## src/rtl/bus_fifo_pkg.sv

```systemverilog
// Shared definitions for the bus source FIFO.
//   ptr_w(depth) : pointer width for a power-of-2 depth
//   pkt_t        : packet type at the default bus width of 16 bits. Packages cannot take
//                  parameters, so modules use logic [pckg_sz-1:0] when the width differs.
//   DROP_CNT_W   : width of the dropped-write statistics counter
package bus_fifo_pkg;

  localparam int unsigned DROP_CNT_W    = 16;
  localparam int unsigned PKT_W_DEFAULT = 16;

  typedef logic [PKT_W_DEFAULT-1:0] pkt_t;

  function automatic int unsigned ptr_w(input int unsigned depth);
    return $clog2(depth);
  endfunction

endpackage

```

## src/rtl/bus_fifo_mem.sv

```systemverilog
// Register file of depth x pckg_sz entries. It has one synchronous write port and one
// asynchronous read port. The array is not reset, so its contents are undefined until
// each entry is written.
//   clk_i   : write clock
//   we_i    : write enable
//   waddr_i : write address
//   wdata_i : write data
//   raddr_i : read address
//   rdata_o : read data, combinational from raddr_i
module bus_fifo_mem
  import bus_fifo_pkg::*;
#(
  parameter int unsigned pckg_sz = 16,
  parameter int unsigned depth   = 8,
  parameter int unsigned AddrW   = ptr_w(depth)
) (
  input  logic               clk_i,
  input  logic               we_i,
  input  logic [AddrW-1:0]   waddr_i,
  input  logic [pckg_sz-1:0] wdata_i,
  input  logic [AddrW-1:0]   raddr_i,
  output logic [pckg_sz-1:0] rdata_o
);

  logic [pckg_sz-1:0] mem_q [depth];

  always_ff @(posedge clk_i) begin
    if (we_i) begin
      mem_q[waddr_i] <= wdata_i;
    end
  end

  assign rdata_o = mem_q[raddr_i];

endmodule

```

## src/rtl/bus_src_fifo.sv

```systemverilog
// First-word-fall-through source FIFO for one bus device port. An agent writes packets on
// the write side. The bus watches pndng, reads the head packet on D_pop and consumes it
// with pop.
//   clk, reset        : rising-edge clock; asynchronous active-high reset
//   wr_en, wr_data    : enqueue request and packet
//   full              : depth entries are held
//   pndng, pop, D_pop : head-packet handshake. D_pop is zero when the FIFO is empty.
//   count             : occupancy, from 0 to depth
//   overflow          : one-cycle pulse after a write was dropped
// When the BUS_SRC_FIFO_STATS_EN macro is defined, three saturating traffic counters are
// added: wr_total, pop_total and drop_total.
module bus_src_fifo
  import bus_fifo_pkg::*;
#(
  parameter int unsigned pckg_sz = 16,
  parameter int unsigned depth   = 8,
  parameter int unsigned id      = 0
) (
  input  logic                  clk,
  input  logic                  reset,
  input  logic                  wr_en,
  input  logic [pckg_sz-1:0]    wr_data,
  output logic                  full,
  output logic                  pndng,
  input  logic                  pop,
  output logic [pckg_sz-1:0]    D_pop,
  output logic [$clog2(depth):0] count,
  output logic                  overflow
`ifdef BUS_SRC_FIFO_STATS_EN
  ,
  output logic [31:0]           wr_total,
  output logic [31:0]           pop_total,
  output logic [DROP_CNT_W-1:0] drop_total
`endif
);

  localparam int unsigned PtrW = ptr_w(depth);
  localparam int unsigned CntW = PtrW + 1;
  localparam logic [CntW-1:0] DepthCnt = CntW'(depth);

  logic [PtrW-1:0]    rd_ptr_q, rd_ptr_d;
  logic [PtrW-1:0]    wr_ptr_q, wr_ptr_d;
  logic [CntW-1:0]    count_q, count_d;
  logic               overflow_q, overflow_d;
  logic               wr_acc, pop_acc, drop;
  logic [pckg_sz-1:0] head;

  assign pndng = (count_q != '0);
  assign full  = (count_q == DepthCnt);

  // A pop on a full FIFO frees the slot that the simultaneous write fills, so the write is
  // accepted.
  assign pop_acc = pop && pndng;
  assign wr_acc  = wr_en && (!full || pop);
  assign drop    = wr_en && full && !pop;

  always_comb begin
    rd_ptr_d   = rd_ptr_q;
    wr_ptr_d   = wr_ptr_q;
    count_d    = count_q;
    overflow_d = drop;
    if (wr_acc) wr_ptr_d = wr_ptr_q + 1'b1;
    if (pop_acc) rd_ptr_d = rd_ptr_q + 1'b1;
    unique case ({wr_acc, pop_acc})
      2'b10:   count_d = count_q + 1'b1;
      2'b01:   count_d = count_q - 1'b1;
      default: count_d = count_q;
    endcase
  end

  always_ff @(posedge clk or posedge reset) begin
    if (reset) begin
      rd_ptr_q   <= '0;
      wr_ptr_q   <= '0;
      count_q    <= '0;
      overflow_q <= 1'b0;
    end else begin
      rd_ptr_q   <= rd_ptr_d;
      wr_ptr_q   <= wr_ptr_d;
      count_q    <= count_d;
      overflow_q <= overflow_d;
    end
  end

  // During a full-FIFO write and pop, wr_ptr equals rd_ptr. The read is asynchronous, so
  // the old head is consumed before the write edge overwrites its slot.
  bus_fifo_mem #(
    .pckg_sz(pckg_sz),
    .depth  (depth),
    .AddrW  (PtrW)
  ) u_mem (
    .clk_i  (clk),
    .we_i   (wr_acc),
    .waddr_i(wr_ptr_q),
    .wdata_i(wr_data),
    .raddr_i(rd_ptr_q),
    .rdata_o(head)
  );

  assign D_pop    = pndng ? head : '0;
  assign count    = count_q;
  assign overflow = overflow_q;

`ifdef BUS_SRC_FIFO_STATS_EN
  logic [31:0]           wr_total_q, wr_total_d;
  logic [31:0]           pop_total_q, pop_total_d;
  logic [DROP_CNT_W-1:0] drop_total_q, drop_total_d;

  always_comb begin
    wr_total_d   = wr_total_q;
    pop_total_d  = pop_total_q;
    drop_total_d = drop_total_q;
    if (wr_acc && (wr_total_q != '1)) wr_total_d = wr_total_q + 1'b1;
    if (pop_acc && (pop_total_q != '1)) pop_total_d = pop_total_q + 1'b1;
    if (drop && (drop_total_q != '1)) drop_total_d = drop_total_q + 1'b1;
  end

  always_ff @(posedge clk or posedge reset) begin
    if (reset) begin
      wr_total_q   <= '0;
      pop_total_q  <= '0;
      drop_total_q <= '0;
    end else begin
      wr_total_q   <= wr_total_d;
      pop_total_q  <= pop_total_d;
      drop_total_q <= drop_total_d;
    end
  end

  assign wr_total   = wr_total_q;
  assign pop_total  = pop_total_q;
  assign drop_total = drop_total_q;
`endif

`ifndef SYNTHESIS
  always @(posedge clk) begin
    if (!reset) begin
      assert (count_q <= DepthCnt)
        else $error("bus_src_fifo[%0d]: count %0d exceeds depth", id, count_q);
      assert (pndng == (count_q > '0))
        else $error("bus_src_fifo[%0d]: pndng inconsistent with count", id);
      assert (!(pndng && $isunknown(D_pop)))
        else $error("bus_src_fifo[%0d]: X on D_pop while pending", id);
    end
  end
`endif

endmodule

```

## config.mk

```make
export PLATFORM = sky130hd
export DESIGN_NAME = bus_src_fifo
export DESIGN_NICKNAME = d
export VERILOG_FILES = /design/src/rtl/bus_fifo_pkg.sv /design/src/rtl/bus_fifo_mem.sv /design/src/rtl/bus_src_fifo.sv
export SDC_FILE = /design/constraint.sdc
export NUM_CORES = 1
export LEC_CHECK = 0
export ABC_AREA = 1
export ABC_CLOCK_PERIOD_IN_PS = 2000
export CORE_UTILIZATION = 45
export CTS_CLUSTER_SIZE = 28
export DETAILED_ROUTE_END_ITERATION = 16
export PLACE_DENSITY = 0.66
export RECOVER_POWER = 50
export SLEW_MARGIN = 20
export SYNTH_ARGS = -nofsm -noshare
export SYNTH_HDL_FRONTEND = slang
export SYNTH_HIERARCHICAL = 1
export SYNTH_SLANG_ARGS = --single-unit
export TNS_END_PERCENT = 30
```

## constraint.sdc

```tcl
create_clock -name clk -period 2 [get_ports clk]
set_input_delay 0.4 -clock clk [delete_from_list [all_inputs] [get_ports clk]]
set_output_delay 0.4 -clock clk [all_outputs]
set_load 0.02 [all_outputs]
```

==> reports/results.tsv, run 1 <==
stage	metric	value	unit
routing	remaining_drc_errors	0	
synthesis	synthFlopType	edfxtp_1	
global_route	grt_max_degree	29	
synthesis	synth_top_area_share	59.7	%
critical_path	critical-path-top-delay-family	flip-flops	
clock_tree	insertion_delay	0.42	ns
power	powerDensity	1550	mW/mm²
global_route	gr-total-overflow	0	
synthesis	synth_area_leader_cell	edfxtp_1	
clock_tree	clk_pin_slew	0.06	ns
sta	finalCritPeriodShare	112	%
cells_and_area	area_delta_synth_final	28.3	%
sta	grt_setup_unrepaired	true	
critical_path	critPathMaxFanout	6	
routing	wl	14500	µm
critical_path	crit_path_end_kind	output pin	
global_route	grt_pass1_wl	21900	µm
critical_path	rr_startpoint	count[0]$_DFFE_PP0P_	
critical_path	path_class	reg2out	
synthesis	syn_area_per_cell	9.52	µm²
routing	vias	4667	
floorplanning	core	0.0139	mm²
cells_and_area	final_nets	803	
power	ir_worst_vdd	0.708	mV
floorplanning	fp.dieArea	0.0148	mm²
synthesis	synth.distinct_cells	20	
sta	layout_setup_ws	-0.245	ns
power	design_power_total	12.8	mW
cells_and_area	diodes	0	
synthesis	syn_inst	676	
routing	drt_iter0_drc	312	
min_path	hold_class	in2async	
cells_and_area	post-route-util	59.2	%
clock_tree	cts_buffers	17	
critical_path	rrSetupSlack	-0.08	ns
status	status	finished, violations left	
sta	worst_slew_pin_slew	0.477	ns
critical_path	crit_slowest_cell	dfrtp_2	
critical_path	path_cells	buf_12 > buf_4 > nand2_1 > nand3_1 > nand2_1 > nand2_1 > nand2_1 > inv_1 > nor2_2 > buf_6	
clock_tree	cts_buffer_depth	2	
sta	fmax	0.446	GHz
routing	detail-route-antenna-nets	0	
critical_path	ff2ff_path_depth	11	
routing	drt_pass1_iterations	5	
synthesis	yosys-top-cells-area	edfxtp_1, nand2_1, inv_1, nand3_1, dfrtp_1	
sta	fin_crit	2.24	ns
sta	slew_headroom	68.1	%
critical_path	crit_arrival	1.84	ns
placement	port-buffer-count	42	
clock_tree	cts_root_buffer	clkbuf_16	
synthesis	syn_nets	701	
sta	setup_viol	17	
cells_and_area	drive_above_1_share	19.3	%
critical_path	critPathMaxStageDelay	0.49	ns
sta	skew	0.00583	ns
global_route	grt_usage	20.2	%
sta	slew_violations	0	
cells_and_area	nFillCells	1089	
critical_path	cp.required	1.60	ns
synthesis	yosysSeqAreaShare	64.0	%
synthesis	yosysMostFrequentCell	nand2_1	
placement	dpl.hpwl	9180	µm
synthesis	ys_async_sr_fraction	7.91	%
critical_path	cp-start-kind	flip-flop	
floorplanning	initial_core_util	46.2	%
sta	finalHoldViolCount	0	
synthesis	synth_common_cells	nand2_1, inv_1, edfxtp_1, nand3_1, nor2_1	
critical_path	reg2reg_to	count[2]$_DFFE_PP0P_	
clock_tree	numClockSinks	139	
clock_tree	ctsHoldBuffers	0	
floorplanning	std_cell_rows	43	
routing	vias_per_cell	4.81	
placement	gp_congestion	0.814	
synthesis	ys_warn_count	6	
clock_tree	cts_tree	yes	
global_route	antenna_found_initial	0	
critical_path	crit_path_frequent_cell	nand2_1	
synthesis	synth.ff_latch_count	139	
floorplanning	dieWidth	122	µm
flow_run	max-cap-violations	0	
routing	post_drt_wl_per_cell	14.9	µm
status	violations	setup timing	
critical_path	critPathBufInv	4	
floorplanning	io_pins	43	
power	p_leak	3.94	nW
synthesis	mappedNetlistArea	0.00643	mm²
global_route	grt_pass1_vias	4371	
floorplanning	chipHeight	122	µm
clock_tree	ctsHtreeMaxLevel	4	
synthesis	synth_edf_count	128	
[worst max path at each step]
stage	startpoint	endpoint	slack, ns	cells past startpoint
final	rd_ptr_q[0]$_DFFE_PP0P_	D_pop[15]	-0.24	10
after global routing	rd_ptr_q[0]$_DFFE_PP0P_	D_pop[4]	-0.34	10
after CTS	rd_ptr_q[0]$_DFFE_PP0P_	D_pop[2]	-0.23	10
after detailed placement	pop	count[2]$_DFFE_PP0P_	-0.29	12
after global placement	pop	u_mem/mem_q[0][7]$_DFFE_PP_	-0.29	9
after floorplan	count[2]$_DFFE_PP0P_	u_mem/mem_q[1][0]$_DFFE_PP_	-0.1	6
[through the flow]
| stage | TNS, ns | setup slack, ns | hold WS, ns | cell area (µm²) | cells |
|---|---|---|---|---|---|
| after global placement | -28.63 | -0.294 | 0.501 | 7410 | 928 |
| after floorplan | -11.79 | -0.0989 | 0.252 | 6430 | 676 |
| final | -3.42 | -0.245 | 0.437 | 8260 | 971 |
| after global routing | -5.25 | -0.338 | 0.491 | 8260 | 971 |
| after detailed placement | -29.23 | -0.291 | 0.527 | 7410 | 928 |
| after CTS | -2.71 | -0.229 | 0.306 | 8020 | 963 |
[worst reg2reg max path: cells and delay by family (launching register included)]
kind / cells / cell delay [ns]
simple gates: 5 / 0.68
flops: 1 / 0.38
fa+ha+maj: 2 / 0.38
compound gates: 2 / 0.25
xor+xnor: 1 / 0.18
buf+inv: 1 / 0.08
[cell type report]
class	instances	area, µm²	share of cell area, %
Inverter	162	613	7.43
Clock buffer	17	425	5.15
Timing Repair Buffer	107	1130	13.6
Multi-Input combinational cell	351	1620	19.6
Sequential cell	139	4120	49.9
Tap cell	180	225	2.73
Clock inverter	15	126	1.53
[logic make-up (layout without fill, tap and decap cells)]
family                     Yosys count  in the layout  share of synthesized area [%]
and+or+nand+nor                    336            336                           21.5
buffers and inverters              186            301                           12.2
DFF                                139            139                           64.0
xor gates and xnor gates             7              7                           1.07
adders and majority gates            5              5                          0.972
AOI/OAI and AO/OA                    3              3                          0.233
[flip-flops by register name, summed over array words and instances, names as in the netlist]
name and flops:
wr_ptr_q 3, u_mem/mem_q 128, count 4, overflow 1, rd_ptr_q 3
[layout by cell type (no fill, tap or decap), types with 2 or more instances in the layout]
cell type	instances
buf_12	10
buf_4	56
buf_6	8
buf_8	2
clkbuf_16	21
clkdlybuf4s50_1	7
clkinv_2	4
clkinv_4	2
clkinvlp_4	5
dfrtp_1	10
dlygate4sd2_1	2
dlygate4sd3_1	17
edfxtp_1	128
ha_1	5
inv_1	157
inv_2	4
inv_6	3
nand2_1	218
nand2_2	16
nand2_4	3
nand3_1	57
nand3_2	10
nor2_1	26
nor2_2	5
o21ai_0	2
xnor2_1	4
xor2_1	2
[metal layers]
layer / global-route usage (%) / vias up / wire length (µm)
met5: 0 / - / 0
met4: 10.9 / 0 / 359
met3: 4.35 / 33 / 856
met2: 32.4 / 174 / 7110
met1: 25.6 / 2182 / 6140
li1: - / 2278 / -
[timing repair]
action	in CTS	in global routing
resized for setup	102	33
pin swaps	14	48
setup endpoints to repair	18	17
gates cloned	1	4
buffers inserted	2	4
[power by group]
group / internal, mW / switching [mW] / total [mW]
sequential: 3.69 / 0.192 / 3.88
combinational: 2.58 / 3.44 / 6.02
clock: 1.70 / 1.20 / 2.90
Note: power is estimated with default switching activity, not from simulation.
==> inputs of run 2 (changes only) <==
--- a/config.mk
+++ b/config.mk
@@ -10,7 +10,7 @@
 export CORE_UTILIZATION = 45
 export CTS_CLUSTER_SIZE = 28
 export DETAILED_ROUTE_END_ITERATION = 16
-export PLACE_DENSITY = 0.66
+export DONT_BUFFER_PORTS = 1
 export RECOVER_POWER = 50
 export SLEW_MARGIN = 20
 export SYNTH_ARGS = -nofsm -noshare
==> run 2 against run 1 <==
  * The run still ends with setup timing left
  * Cell area decreased by 7.5%
  * Non-clock buffer count decreased by 55
  * Hold slack got worse by 0.37 ns
  * Power decreased by 4.1%
  * Combinational power decreased by 20%
  * Global-route usage increased by 0.098 points
  * Sequential power about the same
  * Via count decreased by 7.3%
  * Worst setup slack improved by 0.085 ns
  * Register-to-register slack improved by 0.05 ns
  * Largest power group unchanged
  * Highest routed layer unchanged
==> reports/results.tsv, run 2 (synthesis results as in run 1) <==
stage	metric	value	unit	change
status	status	finished, violations left		
status	violations	setup timing		
routing	post_drt_wl_per_cell	14.8	µm	-0.47%
global_route	grt_pass1_vias	4197		-4.0%
routing	vias_per_cell	4.72		-1.8%
clock_tree	cts_buffer_depth	2		unchanged
critical_path	rrSetupSlack	-0.03	ns	+0.05 ns
cells_and_area	drive_above_1_share	13.0	%	-6.3 points
floorplanning	std_cell_rows	43		unchanged
clock_tree	insertion_delay	0.42	ns	about the same
sta	setup_viol	17		unchanged
cells_and_area	area_delta_synth_final	18.6	%	
sta	fmax	0.463	GHz	+3.9%
power	powerDensity	1610	mW/mm²	+3.7%
critical_path	critical-path-top-delay-family	buffers and inverters		
critical_path	crit_slowest_cell	dfrtp_2		
power	p_sw	4.43	mW	-8.3%
critical_path	reg2reg_to	count[2]$_DFFE_PP0P_		
power	seqPwrFrac	31.6	%	+1.3 points
routing	drt_iter0_drc	318		+1.9%
power	internal-power	7.84	mW	-1.6%
critical_path	cp-start-kind	flip-flop		
cells_and_area	nFillCells	1243		+14%
cells_and_area	instances_no_fill	916		-5.7%
sta	grt_setup_unrepaired	true		
critical_path	crit_arrival	1.76	ns	-0.08 ns
critical_path	crit_path_end_kind	output pin		
flow_run	max-cap-violations	0		unchanged
clock_tree	cts_root_buffer	clkbuf_16		
global_route	grt_usage	20.3	%	+0.098 points
critical_path	crit_path_frequent_cell	nand2_1		
critical_path	critPathMaxStageDelay	0.47	ns	-0.02 ns
critical_path	ff2ff_path_depth	11		unchanged
sta	slew_headroom	67.2	%	-0.99 points
sta	layout_setup_ws	-0.160	ns	+0.0849 ns
floorplanning	fp.dieArea	0.0148	mm²	unchanged
global_route	grt_pass1_wl	21700	µm	-0.82%
cells_and_area	largest_register_ffs	128		unchanged
clock_tree	clk_pin_slew	0.06	ns	about the same
cells_and_area	diodes	0		unchanged
cells_and_area	final_nets	748		-6.8%
floorplanning	core	0.0139	mm²	unchanged
placement	port-buffer-count	0		-100%
critical_path	setup.worst_path.start	rd_ptr_q[0]$_DFFE_PP0P_		
clock_tree	numClockSinks	139		unchanged
clock_tree	ctsHtreeMaxLevel	4		unchanged
critical_path	critPathBufInv	4		unchanged
critical_path	path_cells	inv_4 > buf_12 > nand2_1 > nand3_1 > nand2_1 > nand2_1 > nand2_1 > inv_1 > nor2_1 > buf_4		
placement	place_inst	882		-5.0%
floorplanning	chipHeight	122	µm	unchanged
cells_and_area	regMostFlops	u_mem/mem_q		
global_route	grt_max_degree	37		+28%
min_path	hold_class	in2reg		
critical_path	cp.required	1.60	ns	about the same
routing	wl	13600	µm	-6.1%
critical_path	critPathCapture	D_pop[3]		
routing	detail-route-antenna-nets	0		unchanged
placement	preCtsSetupSlack	0.0690	ns	+0.360 ns
power	p_leak	3.65	nW	-7.4%
global_route	antenna_found_initial	0		unchanged
critical_path	path_class	reg2out		
sta	worst_hold_slack	0.0692	ns	-0.367 ns
critical_path	critPathMaxFanout	36		+30
routing	remaining_drc_errors	0		unchanged
sta	slew_violations	0		unchanged
sta	worst_slew_pin_slew	0.492	ns	+0.0148 ns
routing	vias	4324		-7.3%
floorplanning	dieWidth	122	µm	unchanged
cells_and_area	mostFrequentLayoutCells	nand2_1, inv_1, edfxtp_1		
placement	gp_congestion	0.782		-3.9%
sta	finalCritPeriodShare	108	%	-4.2 points
power	clock_power_share	29.0	%	+6.3 points
placement	dpl.hpwl	8320	µm	-9.4%
sta	finalHoldViolCount	0		unchanged
sta	setup_tns	-2.15	ns	+1.27 ns
power	design_power_total	12.3	mW	-4.1%
power	switching_share	36.1	%	-1.6 points
floorplanning	io_pins	43		unchanged
cells_and_area	layout_commonest_cell	nand2_1		
clock_tree	cts_tree	yes		
power	ir_worst_vdd	0.857	mV	+21%
critical_path	cp_num_cells	10		unchanged
power	pwr-share-comb	39.4	%	-7.6 points
clock_tree	cts_buffers	17		unchanged
floorplanning	initial_core_util	46.2	%	unchanged
sta	fin_crit	2.16	ns	-0.0849 ns
global_route	gr-total-overflow	0		unchanged
routing	drt_pass1_iterations	4		-1
critical_path	rr_startpoint	count[0]$_DFFE_PP0P_		
sta	skew	0.00723	ns	+0.00140 ns
-- run 2: cell types whose count changed in the layout (fill, tap and decap cells not counted), sizes merged --
cell,previous run,this run
dlygate4sd2,2,0
clkinvlp,5,2
clkdlybuf4s50,7,0
buf,77,51
clkinv,7,3
inv,164,165
bufinv,1,6
dlygate4sd3,17,1
clkbuf,21,18
-- run 2: final cells by class --
| cell class | instances | area, µm² | share of cell area (%) |
|---|---|---|---|
| flip-flops and latches | 139 | 4120 | 54.0 |
| multi-input cells | 351 | 1520 | 19.9 |
| inverters | 162 | 618 | 8.10 |
| repair buffers | 52 | 480 | 6.29 |
| clock buffers | 18 | 429 | 5.62 |
| clock inverters | 14 | 240 | 3.15 |
| well taps | 180 | 225 | 2.95 |
-- run 2: metrics by stage --
step | cell area [µm²] | util, %
after floorplan | 6430 | -
after global placement | 6940 | 49.8
after detailed placement | 6940 | 49.8
after CTS | 7650 | 54.9
after global routing | 7630 | 54.8
final | 7630 | 54.8
-- run 2: metal layers --
metal | up-vias | GRT usage (%) | routed length [µm] | share of wire, %
li1 | 2164 | - | - | -
met1 | 2040 | 25.4 | 5820 | 43
met2 | 92 | 32.4 | 6680 | 49
met3 | 28 | 5.38 | 702 | 5.2
met4 | 0 | 10.5 | 379 | 2.8
met5 | - | 0 | 0 | 0
-- run 2: worst min path at each step --
| stage | from | endpoint | cells past startpoint | slack [ns] |
|---|---|---|---|---|
| after floorplan | reset | count[0]$_DFFE_PP0P_ | 1 | 0.25 |
| after global placement | reset | overflow$_DFF_PP0_ | 1 | 0.33 |
| after detailed placement | reset | overflow$_DFF_PP0_ | 1 | 0.33 |
| after CTS | wr_data[1] | u_mem/mem_q[6][1]$_DFFE_PP_ | 0 | 0.05 |
| after global routing | wr_data[15] | u_mem/mem_q[2][15]$_DFFE_PP_ | 0 | 0.05 |
| final | wr_data[9] | u_mem/mem_q[1][9]$_DFFE_PP_ | 0 | 0.07 |
-- run 2: what timing repair did --
action | 4_1_cts | 5_1_grt
buffers inserted | 1 | 0
hold buffers | 1 | 0
gates resized for setup | 6 | 2
hold endpoints to repair | 11 | 0
endpoints found under the setup margin | 16 | 17
-- run 2: power by group through the flow --
stage	Combinational, mW	Sequential [mW]	Clock [mW]
CTS	4.91	3.89	3.62
floorplan	3.20	3.97	0
finish	4.84	3.88	3.55
detailed placement	4.81	3.96	0
global route	5.42	3.93	3.73
global placement	4.75	3.95	0
==> inputs of run 3 (changes only) <==
--- a/config.mk
+++ b/config.mk
@@ -12,7 +12,6 @@
 export DETAILED_ROUTE_END_ITERATION = 16
 export DONT_BUFFER_PORTS = 1
 export RECOVER_POWER = 50
-export SLEW_MARGIN = 20
 export SYNTH_ARGS = -nofsm -noshare
 export SYNTH_HDL_FRONTEND = slang
 export SYNTH_HIERARCHICAL = 1
==> results of run 3 <==
No change in the layout: final DEF, timing and power equal those of run 2.
